**src/rtl/jtdsp16_sout_if.sv**
```systemverilog
// CPU-side register access and serial output pins of the DSP16 serial output unit.
interface jtdsp16_sout_if;
  logic [15:0] cpu_dout;
  logic [1:0]  cpu_addr;
  logic        sio_we;
  logic [15:0] sio_dout;
  logic        ock;
  logic        sio_do;
  logic        old;
  logic        ose;
  logic        obe;
  logic        obe_irq;

  modport master (
    output cpu_dout, cpu_addr, sio_we,
    input  sio_dout, ock, sio_do, old, ose, obe, obe_irq
  );

  modport slave (
    input  cpu_dout, cpu_addr, sio_we,
    output sio_dout, ock, sio_do, old, ose, obe, obe_irq
  );
endinterface

```
**src/rtl/jtdsp16_sout.sv**
```systemverilog
// DSP16 serial output unit: double-buffered SDX register, 8/16-bit words,
// MSB/LSB-first order, programmable bit-clock prescaler, overrun and empty irq.
module jtdsp16_sout #(
  parameter int unsigned DIV    = 12,
  parameter int unsigned PSW    = 3,
  parameter logic [3:0]  CTLRST = 4'h0
) (
  input  logic          clk,
  input  logic          rst,
  jtdsp16_sout_if.slave bus
);
  localparam int unsigned CW = $clog2(DIV) + PSW;
  localparam int unsigned DW = 16;

  typedef enum logic {ST_IDLE, ST_SHIFT} state_t;

  state_t        st;
  logic [3:0]    sioc;
  logic [CW-1:0] cnt;
  logic [CW-1:0] cnt_nx;
  logic [CW-1:0] period;
  logic [CW-1:0] half;
  logic          tick;
  logic [DW-1:0] obuf;
  logic [DW-1:0] shreg;
  logic [3:0]    bcnt;
  logic [3:0]    nb;
  logic [3:0]    wlast;
  logic [3:0]    idx;
  logic          w8;
  logic          lsbf;
  logic          ock_q;
  logic          do_q;
  logic          old_q;
  logic          ose_q;
  logic          obe_q;
  logic          irq_q;
  logic          ovf;
  logic [15:0]   dout_q;
  logic          wr_sdx;
  logic          wr_ctl;
  logic          wr_st;
  logic          load;
  logic          first_bit;
  logic          next_bit;

  // Register decode, prescaler period and shifter bit selection
  always_comb begin
    wr_sdx    = bus.sio_we && (bus.cpu_addr == 2'd0);
    wr_ctl    = bus.sio_we && (bus.cpu_addr == 2'd1);
    wr_st     = bus.sio_we && (bus.cpu_addr == 2'd2);
    period    = CW'(DIV) << sioc[3:2];
    half      = period >> 1;
    tick      = (cnt == period - CW'(1));
    cnt_nx    = (wr_ctl || tick) ? '0 : cnt + CW'(1);
    load      = tick && !obe_q && ((st == ST_IDLE) || (bcnt == 4'd0));
    first_bit = sioc[1] ? obuf[0] : (sioc[0] ? obuf[7] : obuf[15]);
    nb        = bcnt - 4'd1;
    wlast     = w8 ? 4'd7 : 4'd15;
    // LSB-first walks the index upwards as bcnt counts down
    idx       = lsbf ? (wlast - nb) : nb;
    next_bit  = shreg[idx];
  end

  always_ff @(posedge clk) begin
    if (rst) begin
      st     <= ST_IDLE;
      sioc   <= CTLRST;
      cnt    <= '0;
      obuf   <= '0;
      shreg  <= '0;
      bcnt   <= 4'd0;
      w8     <= 1'b0;
      lsbf   <= 1'b0;
      ock_q  <= 1'b0;
      do_q   <= 1'b0;
      old_q  <= 1'b0;
      ose_q  <= 1'b1;
      obe_q  <= 1'b1;
      irq_q  <= 1'b0;
      ovf    <= 1'b0;
      dout_q <= 16'd0;
    end else begin
      cnt   <= cnt_nx;
      ock_q <= (cnt_nx < half);
      old_q <= load;
      // obe only rises at a load that is not shadowed by a same-clk SDX write
      irq_q <= load && !wr_sdx;

      if (wr_ctl) sioc <= bus.cpu_dout[3:0];

      if (wr_sdx) obuf <= bus.cpu_dout;

      if (wr_sdx)    obe_q <= 1'b0;
      else if (load) obe_q <= 1'b1;

      if (wr_st)                              ovf <= 1'b0;
      else if (wr_sdx && !obe_q && !load)     ovf <= 1'b1;

      if (load) begin
        st    <= ST_SHIFT;
        shreg <= sioc[0] ? {8'd0, obuf[7:0]} : obuf;
        bcnt  <= sioc[0] ? 4'd7 : 4'd15;
        w8    <= sioc[0];
        lsbf  <= sioc[1];
        ose_q <= 1'b0;
        do_q  <= first_bit;
      end else if (tick) begin
        case (st)
          ST_SHIFT: begin
            if (bcnt != 4'd0) begin
              do_q <= next_bit;
              bcnt <= nb;
            end else begin
              st    <= ST_IDLE;
              ose_q <= 1'b1;
            end
          end
          default: ;
        endcase
      end

      case (bus.cpu_addr)
        2'd1:    dout_q <= {12'd0, sioc};
        2'd2:    dout_q <= {13'd0, ovf, ose_q, obe_q};
        default: dout_q <= 16'd0;
      endcase
    end
  end

  assign bus.ock      = ock_q;
  assign bus.sio_do   = do_q;
  assign bus.old      = old_q;
  assign bus.ose      = ose_q;
  assign bus.obe      = obe_q;
  assign bus.obe_irq  = irq_q;
  assign bus.sio_dout = dout_q;
endmodule

```
**src/flat_wrapper.sv**
```systemverilog
// flat-port wrapper written by rule: the top's interface ports become plain ports
module jtdsp16_sout_flat 
#(
  parameter int unsigned DIV    = 12,
  parameter int unsigned PSW    = 3,
  parameter logic [3:0]  CTLRST = 4'h0
)
  (clk, rst, bus_cpu_dout, bus_cpu_addr, bus_sio_we, bus_sio_dout, bus_ock, bus_sio_do, bus_old, bus_ose, bus_obe, bus_obe_irq);
  jtdsp16_sout_if bus_i ();
  input  logic clk;
  input  logic rst;
  input wire logic [$bits(bus_i.cpu_dout)-1:0] bus_cpu_dout;
  input wire logic [$bits(bus_i.cpu_addr)-1:0] bus_cpu_addr;
  input wire logic [$bits(bus_i.sio_we)-1:0] bus_sio_we;
  output wire logic [$bits(bus_i.sio_dout)-1:0] bus_sio_dout;
  output wire logic [$bits(bus_i.ock)-1:0] bus_ock;
  output wire logic [$bits(bus_i.sio_do)-1:0] bus_sio_do;
  output wire logic [$bits(bus_i.old)-1:0] bus_old;
  output wire logic [$bits(bus_i.ose)-1:0] bus_ose;
  output wire logic [$bits(bus_i.obe)-1:0] bus_obe;
  output wire logic [$bits(bus_i.obe_irq)-1:0] bus_obe_irq;
  assign bus_i.cpu_dout = bus_cpu_dout;
  assign bus_i.cpu_addr = bus_cpu_addr;
  assign bus_i.sio_we = bus_sio_we;
  assign bus_sio_dout = bus_i.sio_dout;
  assign bus_ock = bus_i.ock;
  assign bus_sio_do = bus_i.sio_do;
  assign bus_old = bus_i.old;
  assign bus_ose = bus_i.ose;
  assign bus_obe = bus_i.obe;
  assign bus_obe_irq = bus_i.obe_irq;
  jtdsp16_sout #(.DIV(DIV), .PSW(PSW), .CTLRST(CTLRST)) u_core (.clk(clk), .rst(rst), .bus(bus_i));
endmodule
```
**config.mk**
```make
export PLATFORM = sky130hd
export DESIGN_NAME = jtdsp16_sout_flat
export DESIGN_NICKNAME = d
export VERILOG_FILES = /design/src/rtl/jtdsp16_sout_if.sv /design/src/rtl/jtdsp16_sout.sv /design/src/flat_wrapper.sv
export SDC_FILE = /design/constraint.sdc
export NUM_CORES = 1
export LEC_CHECK = 0
export CAP_MARGIN = 0
export CORE_UTILIZATION = 47
export CTS_BUF_LIST = sky130_fd_sc_hd__clkbuf_8
export DETAILED_ROUTE_END_ITERATION = 6
export PLACE_DENSITY = 0.7
export SETUP_SLACK_MARGIN = 0.1
export SLEW_MARGIN = 20
export SYNTH_ARGS = -nofsm -noshare
export SYNTH_HDL_FRONTEND = slang
export SYNTH_SLANG_ARGS = --single-unit
```
**constraint.sdc**
```tcl
create_clock -name clk -period 3.6 [get_ports clk]
set_clock_uncertainty 0.15 [all_clocks]
set_input_delay 1.08 -clock clk [delete_from_list [all_inputs] [get_ports clk]]
set_output_delay 1.08 -clock clk [all_outputs]
set_load 0.05 [all_outputs]
```
# --- After elaboration in Yosys (flattened, before gate mapping) ---
# Index checks and enable logic that the tools add are counted.
totals:
  regBits: 73
  inputBits: 21
  out_inout_bits: 22
  wordCells: 79
classes:
  addsub: 4
  order_cmp: 2
  n_eq_ne: 4
  n_shift: 1
  n_mux: 28
  n_bitwise: 1
  reduce_logical: 23
op_table:
  columns: ["op", "count"]
  rows:
  - ["4-bit two-way mux", 7]
  - ["1-bit two-way mux", 17]
  - ["16-bit two-way mux", 1]
  - ["1-bit logical AND", 8]
  - ["4-bit case mux with 2 select lines", 1]
  - ["2-bit nonzero test", 4]
  - ["7-bit by 1-bit adder with 7-bit output (second input constant)", 1]
  - ["7-bit equality test", 1]
  - ["7-bit by 6-bit less-than comparator with 1-bit output", 1]
  - ["7-bit two-way mux", 1]
  - ["4-bit by 2-bit << shifter with 7-bit output (first input constant)", 1]
  - ["7-bit by 1-bit subtractor with 7-bit output (second input constant)", 1]
  - ["3-bit AND reduction", 2]
  - ["4-bit by 5-bit less-than comparator with 1-bit output (second input constant)", 1]
  - ["1-bit binary-select mux with 4-bit select", 1]
  - ["4-bit logical NOT", 1]
  - ["4-bit nonzero test", 1]
  - ["4-bit by 1-bit subtractor with 4-bit output (second input constant)", 1]
  - ["4-bit subtractor", 1]
  - ["1-bit logical NOT", 3]
  - ["2-bit by 1-bit equality test with 1-bit output (second input constant)", 1]
  - ["2-bit equality test (second input constant)", 1]
  - ["2-bit logical NOT", 1]
  - ["1-bit logical OR", 2]
  - ["3 further kinds", 3]

# --- Logic depth before layout (Yosys ltp) ---
# Gate-level depths: netlist (run 1).
logic_depth:
  depth_word: 9
  ltp_mapped: 12
  mapped_depth_nobuf: 12

# --- Worst setup path before layout (run 1) ---
# OpenSTA, ideal clock, no wires.
synth_timing:
  path_type: "input to register"
  start: "input bus_cpu_addr[1]"
  end: "register u_core.ock_q, in the netlist u_core.bus.ock"
  setup_time_ps: 115
  t_arrival_ps: 3057
  required_ps: 3335
  slack_ps: 278
  cell_stages: 12
  path_buffers: 1
  cell_sequence: "inv_1 ha_1 clkbuf_1 nand2_1 o21ai_1 nor2_1 ha_1 o21a_1 o21a_1 o21ai_0 nand2b_1 a2111oi_0"
synth_via:
  elab_chain_cells: 5
synth_lines:
  columns: ["element", "line_no", "rtl"]
  rows:
  - ["from (decl)", "flat_wrapper.sv:13", "input wire logic [$bits(bus_i.cpu_addr)-1:0] bus_cpu_addr;"]
  - ["2-bit by 1-bit equality test with 1-bit output", "jtdsp16_sout.sv:50", "wr_ctl = bus.sio_we && (bus.cpu_addr == 2'd1);"]
  - ["1-bit logical AND", "jtdsp16_sout.sv:50", null]
  - ["1-bit logical OR", "jtdsp16_sout.sv:55", "cnt_nx = (wr_ctl || tick) ? '0 : cnt + CW'(1);"]
  - ["7-bit two-way mux", "jtdsp16_sout.sv:55", null]
  - ["named net u_core.cnt_nx[1]", "jtdsp16_sout.sv:20", "logic [CW-1:0] cnt_nx;"]
  - ["7-bit by 6-bit less-than comparator with 1-bit output", "jtdsp16_sout.sv:85", "ock_q <= (cnt_nx < half);"]
  - ["to (signal assigned)", "jtdsp16_sout.sv:85", null]
  - ["to (decl)", "jtdsp16_sout.sv:32", "logic ock_q;"]
# The timed path passes the listed nets, and every way through them passes these cells.
# A chain may end at the register's enable or synchronous reset.

# --- Final worst setup path (run 1) ---
# Same ends and word-level chain as after synthesis.

==> flow_summary.toml, run 1 <==
[status]
run_status = "finished, final reports clean"

[die]
initial_utilization_pct = 48.4
core_footprint_um2 = 6310
floorplan.die.width_um = 82.6
ios = 43
std_cell_rows = 29
dieHeight_um = 82.6
die_area_um2 = 6820

[clocking]
ctsRootBufferMaster = "clkbuf_8"
clkSinkCount = 61
htreeDepth = 3
cts_made_buffers = 9
worst_skew_pair.late_latency_ps = 340
cts.clk_slew.worst_paths_ps = 70
clock_tree.buffer_depth = 2
tritoncts = "done"
post_cts.repair.setup_buffers = 0
number_of_gates_given_a_new_drive_strength_after_cts = 0
ctsHoldBuffers = 0

[sta]
worstMarginPinSlew_ps = 623
timing_hold_violations_final = 0
layout_min_cycle_time_ps = 3290
layout_setup_ws_ps = 307
post-route-period-util_pct = 91.5
setup_viol_count_final = 0
normalized_max_slew_margin_pct = 58.5
rsz0062_at_grt = "false"
drv_slew = 0
maxClockFrequency_ghz = 0.304

[detailed_routing]
vias_per_std_cell = 5.31
postRouteWirelength_mm = 6.34
ant_nets = 0
wire_per_inst_um = 13.6
drtPass1Iterations = 4
via_count_of_the_routed_design = 2470
drc = 0
drt_iter0_markers = 153

[worst_setup_path]
cp.arrival_ps = 3340
timing.reg2reg.setup_slack_ps = 410
crit_path_end = "u_core.bus.ock$_SDFF_PP0_"
regToRegEndpoint = "u_core.bus.ock$_SDFF_PP0_"
worst_r2r_startpoint = "u_core.sioc[3]$_SDFFE_PP0P_"
critical-path-max-stage-delay_ps = 480
worstPathCellList = "clkdlybuf4s50_1, inv_1, ha_1, nand2_1, o21ai_1, nor2_1, ha_1, o21a_1, o21a_1, o21ai_0, nand2b_1, a2111oi_0"
critical_path_peak_fanout = 4
worstSetupPathType = "in2reg"
data_required_time_of_the_worst_path_ps = 3650
reg2reg_depth = 12
timing.critical_path.from_type = "input port"
critical_path_origin = "bus_cpu_addr[1]"
worst_path_max_delay_cell = "clkdlybuf4s50_1"
end_kind = "register"

[layout]
areaGrowthSynthToFinish_pct = 17.3
drive_gt1_share_pct = 11.1
fin_nets = 420
antenna_cells_inserted = 0
n_fill_cell = 589

[hold_path]
hold_class = "reg2reg"

[pwr]
power.combinational.fraction_pct = 8.7
p_leak_nw = 1.33
power_per_cell_area_nw_per_um2 = 416
seq_power_share_pct = 46.9
clkPwrFrac_pct = 44.4
internal-power_mw = 1.12
finalPower_mw = 1.49
irDropWorstVdd_v = 0.000255
net-switching-power_mw = 0.370
swShare_pct = 24.8

[synth]
postSynth.asyncResetShare_pct = 0
synth_top_family_by_area = "simple AND/OR/NAND/NOR gates"
synth.cell_area_um2 = 3050
synth.distinct_cells = 47
yosys.area_share.xor_xnor_pct = 3.73
synth_area_in_compound_gates_pct = 15.4
synth_edf_count = 0
adder_and_majority_gate_portion_of_the_synthesized_area_pct = 6.55
ys_seq_area_share_pct = 40.0
muxShareOfSynthArea_pct = 7.05
synth_top_flop_cell = "dfxtp_1"
synthSimpleGateAreaFrac_pct = 19.6
yosys_register_bits = 61
syn_avg_cell_area_um2 = 8.58
synth_cells = 356
synthesis.yosys.warnings = 0

[grt]
total_global_route_track_usage_pct = 20.8
antenna_found_initial = 0
wire_length_of_the_first_global_routing_pass_mm = 10.6
grt_start_max_net_pins = 35
via_count_of_the_first_global_routing_pass = 2202
globalRoute.totalOverflow = 0

[place]
detail_placement_hpwl_mm = 4.43
place_worst_setup_slack_ps = -10.2
io_buffers = 30
globalplace.congestion = 0.799

[flow_run]
drv_cap = 0
## per-layer routing
| metal | GRT usage (%) | wire length [um] | vias to the layer above | share of wire [%] |
|---|---|---|---|---|
| met2 | 31.7 | 2930 | 57 | 46 |
| met3 | 5.27 | 242 | 6 | 3.8 |
| met4 | 6.21 | 65 | 0 | 1.0 |
| met1 | 28.9 | 3100 | 1156 | 49 |
| li1 | - | - | 1251 | - |
| met5 | 0 | 0 | - | 0 |
## logic make-up (layout without fill, tap and decap cells)
group                      count (synthesis)  in the layout
AOI/OAI and AO/OA                         73             73
xor gates and xnor gates                  13             13
adders and majority gates                 16             16
buffers and inverters                     46             67
DFF                                       61             61
muxes                                     12             12
other                                      1             12
and+or+nand+nor                          134            134
## through the flow
stage | util (%) | cells | instance area [um^2] | hold slack [ps] | setup TNS (ps)
floorplan | - | 367 | 3100 | 276 | 0
global placement | 53.4 | 449 | 3370 | 284 | 0
detailed placement | 53.4 | 449 | 3370 | 292 | -10.2
CTS | 56.8 | 465 | 3580 | 301 | 0
global route | 56.8 | 465 | 3580 | 330 | 0
finish | 56.8 | 465 | 3580 | 298 | 0
## cell type report
class,instances,area (um^2),area share (%)
clock buffers,9,124,3.46
flip-flops and latches,61,1220,34.1
multi-input cells,260,1650,46.0
clock inverters,7,90.1,2.51
inverters,13,48.8,1.36
well taps,77,96.3,2.69
repair buffers,38,355,9.92
## state kept, by name (all words and copies together), names as in the netlist, 4 cells and up
register / flops
u_core.obuf: 16
u_core.shreg: 16
u_core.cnt: 7
u_core.bcnt: 4
u_core.bus.sio_dout: 4
u_core.sioc: 4
## layout by cell type, fill, tap and decap left out, drive strengths merged, types with 2 or more instances in the layout
cell	synthesis	routed
a2111oi	2	2
a211oi	3	3
a21oi	40	40
a22oi	3	3
a31oi	5	5
and3	2	2
buf	20	9
bufinv	0	2
clkbuf	13	9
clkdlybuf4s50	0	29
clkinv	0	3
clkinvlp	0	2
conb	1	12
dfxtp	61	61
ha	16	16
inv	13	13
mux2	3	3
mux2i	2	2
mux4	7	7
nand2	76	76
nand2b	7	7
nand3	9	9
nand3b	8	8
nor2	23	23
nor3	5	5
o211ai	2	2
o21a	5	5
o21ai	4	4
xnor2	7	7
xor2	6	6
## synthesized netlist by cell type, types with 2 or more instances
cell | count | area (um^2)
mux2_2 | 2 | 22.5
inv_1 | 12 | 45.0
nor2_1 | 23 | 86.3
a21oi_1 | 40 | 200
buf_2 | 6 | 30.0
nand3b_1 | 8 | 60.1
a2111oi_0 | 2 | 17.5
ha_1 | 16 | 200
xor2_1 | 6 | 52.6
o21ai_0 | 3 | 15.0
mux2i_1 | 2 | 20.0
buf_4 | 12 | 90.1
nand2_1 | 76 | 285
a211oi_1 | 3 | 22.5
a22oi_1 | 3 | 22.5
clkbuf_1 | 13 | 48.8
o21a_1 | 5 | 37.5
nor3_1 | 5 | 25.0
nand2b_1 | 7 | 43.8
and3_1 | 2 | 12.5
a31oi_1 | 5 | 31.3
dfxtp_1 | 61 | 1220
mux4_2 | 7 | 158
xnor2_1 | 7 | 61.3
nand3_1 | 8 | 40.0
## worst max-delay path: cells and delay by family
family | cells | cell delay [ps]
AOI/OAI and AO/OA | 5 | 1010
buffers and inverters | 2 | 550
adders and majority gates | 2 | 420
and+or+nand+nor | 3 | 270
## power groups by stage
stage / Combinational [mW] / Sequential [mW] / Clock, mW
after floorplan: 0.0894 / 0.719 / 0
after global placement: 0.127 / 0.714 / 0
after detailed placement: 0.129 / 0.714 / 0
after CTS: 0.129 / 0.699 / 0.672
after global routing: 0.142 / 0.701 / 0.710
final: 0.129 / 0.699 / 0.661
## worst min-delay path by stage
stage	depth (start not counted)	startpoint	to
6_report	2	u_core.w8$_SDFFE_PP0P_	u_core.w8$_SDFFE_PP0P_
5_1_grt	2	u_core.obuf[11]$_SDFFE_PP0P_	u_core.obuf[11]$_SDFFE_PP0P_
4_1_cts	2	u_core.w8$_SDFFE_PP0P_	u_core.w8$_SDFFE_PP0P_
3_5_place_dp	2	u_core.w8$_SDFFE_PP0P_	u_core.w8$_SDFFE_PP0P_
3_3_place_gp	2	u_core.w8$_SDFFE_PP0P_	u_core.w8$_SDFFE_PP0P_
2_1_floorplan	1	u_core.cnt[0]$_SDFF_PP0_	u_core.cnt[0]$_SDFF_PP0_
Note: power is estimated with default switching activity, not from simulation.
==> run 2, diff against run 1 <==
Settings changed: ABC_AREA set to 1.
==> flow_summary.toml, run 2 <==
[synth]
synth_cells = 418
synth.top_cell.area_share_pct = 40.8
synth.distinct_cells = 31
yosys.cell_count.top_type = "nand2_1"
synth.cell_area_um2 = 2990
library_cell_occupying_the_most_area_in_the_post_synthesis_netlist = "dfxtp_1"
ys_top_cells_by_area = "dfxtp_1 (41%), nand2_1 (11%), ha_1 (6.7%), inv_1 (6.2%), nor2_1 (5.8%)"
netlist_top_cells_count = "nand2_1 (85), dfxtp_1 (61), inv_1 (49)"
synthesis.yosys.warnings = 0
yosys_register_bits = 61
syn_avg_cell_area_um2 = 7.15
synth_edf_count = 0
postSynth.asyncResetShare_pct = 0
ys_seq_area_share_pct = 40.8
synth_top_flop_cell = "dfxtp_1"

[flow_run]
drv_cap = 0

[sta]
normalized_max_slew_margin_pct = 66.4
worstMarginPinSlew_ps = 502
setup_viol_count_final = 0
layout_min_cycle_time_ps = 3090
maxClockFrequency_ghz = 0.323
post-route-period-util_pct = 85.9
rsz0062_at_grt = "false"
layout_setup_ws_ps = 507
timing_hold_violations_final = 0
drv_slew = 0
setup_tns_ps = 0

[place]
place_worst_setup_slack_ps = 131
detail_placement_hpwl_mm = 4.63
io_buffers = 30
dpl.cell_count = 515
globalplace.congestion = 0.858
placed_cell_area_um2 = 3320

[grt]
globalRoute.totalOverflow = 0
gr-usage-met2_pct = 28.9
antenna_found_initial = 0
via_count_of_the_first_global_routing_pass = 2256
grt-busiest-layer = "met1"
total_global_route_track_usage_pct = 21.2
grt_use_met3_pct = 5.44
groute.layer.met1.usage_pct = 31.1
grt_start_max_net_pins = 40
wire_length_of_the_first_global_routing_pass_mm = 10.6

[clocking]
post_cts.repair.setup_buffers = 0
ctsRootBufferMaster = "clkbuf_8"
cts.clk_slew.worst_paths_ps = 70
tritoncts = "done"
clkSinkCount = 61
number_of_gates_given_a_new_drive_strength_after_cts = 0
ctsHoldBuffers = 0
cts_made_buffers = 9
worst_skew_pair.late_latency_ps = 340
htreeDepth = 3
clock_tree.buffer_depth = 2

[layout]
regArea_um2 = 1220
layout_commonest_cell = "nand2_1"
post-route-cell-area_um2 = 3540
instances_no_fill = 531
multiInputGateArea_um2 = 1450
drive_gt1_share_pct = 7.89
n_fill_cell = 588
antenna_cells_inserted = 0
fin_nets = 488
areaGrowthSynthToFinish_pct = 18.3
most-common-layout-cells = "nand2_1 (85), dfxtp_1 (61), inv_1 (49)"
top_registers = "u_core.obuf: 16 flops, u_core.shreg: 16 flops, u_core.cnt: 7 flops"

[detailed_routing]
wire_per_inst_um = 11.9
postRouteWirelength_mm = 6.32
drtPass1Iterations = 4
drt_iter0_markers = 139
via_count_of_the_routed_design = 2641
ant_nets = 0
vias_per_std_cell = 4.97
drc = 0

[hold_path]
worstHoldStart = "u_core.shreg[0]$_SDFFE_PP0P_"
hold_class = "reg2reg"

[worst_setup_path]
critical-path-max-stage-delay_ps = 480
critical_path.top_delay_family = "buffers and inverters"
cp.arrival_ps = 3190
worstPathCellList = "clkdlybuf4s50_1, inv_1, ha_1, nand2_1, nand2_1, buf_4, nor3_1, ha_1, nand2_1, inv_1, o21ai_0, a21boi_0, nor4_1"
worstSetupPathType = "in2reg"
critical_path.most_common_cell = "nand2_1"
data_required_time_of_the_worst_path_ps = 3700
critical_path_peak_fanout = 12
end_kind = "register"
worst_r2r_startpoint = "u_core.sioc[3]$_SDFFE_PP0P_"
timing.critical_path.from_type = "input port"
critical_path_origin = "bus_cpu_addr[1]"
critical_path.n_buffers_inverters = 4
worst_path_max_delay_cell = "clkdlybuf4s50_1"

[die]
die_area_um2 = 6690
core_footprint_um2 = 6030
initial_utilization_pct = 49.6
dieHeight_um = 81.8
floorplan.die.width_um = 81.8
std_cell_rows = 28
ios = 43

[pwr]
irDropWorstVdd_v = 0.000309
finalPower_mw = 1.54
power_per_cell_area_nw_per_um2 = 435
p_leak_nw = 1.54

[status]
run_status = "finished, final reports clean"
run 2: worst paths after layout:
| kind | end | slack (ps) | cells past startpoint |
|---|---|---|---|
| worst max register to register | u_core.bus.ock$_SDFF_PP0_ | 770 | 19 |
| worst max-delay path | u_core.bus.ock$_SDFF_PP0_ | 510 | 13 |
| worst min register to register | u_core.shreg[0]$_SDFFE_PP0P_ | 310 | 2 |
| worst min-delay path | u_core.shreg[0]$_SDFFE_PP0P_ | 310 | 2 |
run 2: where the power goes:
group          switching, mW  leakage (nW)  total (mW)  internal [mW]
Combinational         0.0959         0.936       0.149         0.0527
Clock                  0.295         0.106       0.687          0.393
Sequential            0.0130         0.495       0.705          0.692
run 2: area by class of cell:
class                      count  share of cell area (%)
multi-input combinational    287                    41.0
sequential                    61                    34.5
timing repair buffer          35                    9.55
inverter                      57                    6.05
clock buffer                   9                    3.50
clock inverter                 7                    2.76
tap                           75                    2.65
run 2: kinds of logic after synthesis:
kind of cell    Yosys count  share of synthesized area, %
compound gates           76                          12.9
xor+xnor                  2                         0.586
fa+ha+maj                16                          6.69
buf+inv                  81                          12.1
flops                    61                          40.8
other cells               1                         0.125
simple gates            181                          26.8
run 2: routing by layer:
metal,up-vias,routed length (um)
li1,1388,-
met1,1180,3290
met2,67,2600
met3,6,338
met4,0,86
met5,-,0
run 2: stage by stage:
stage | util, % | hold slack [ps]
after floorplan | - | 280
after global placement | 55.0 | 295
after detailed placement | 55.0 | 301
after CTS | 58.7 | 311
after global routing | 58.7 | 331
final | 58.7 | 310
run 2: tightest hold or removal path, cell delays in order (launching register included):
cell,delay (ps)
dfxtp_1,300
inv_1,60
a21oi_1,50
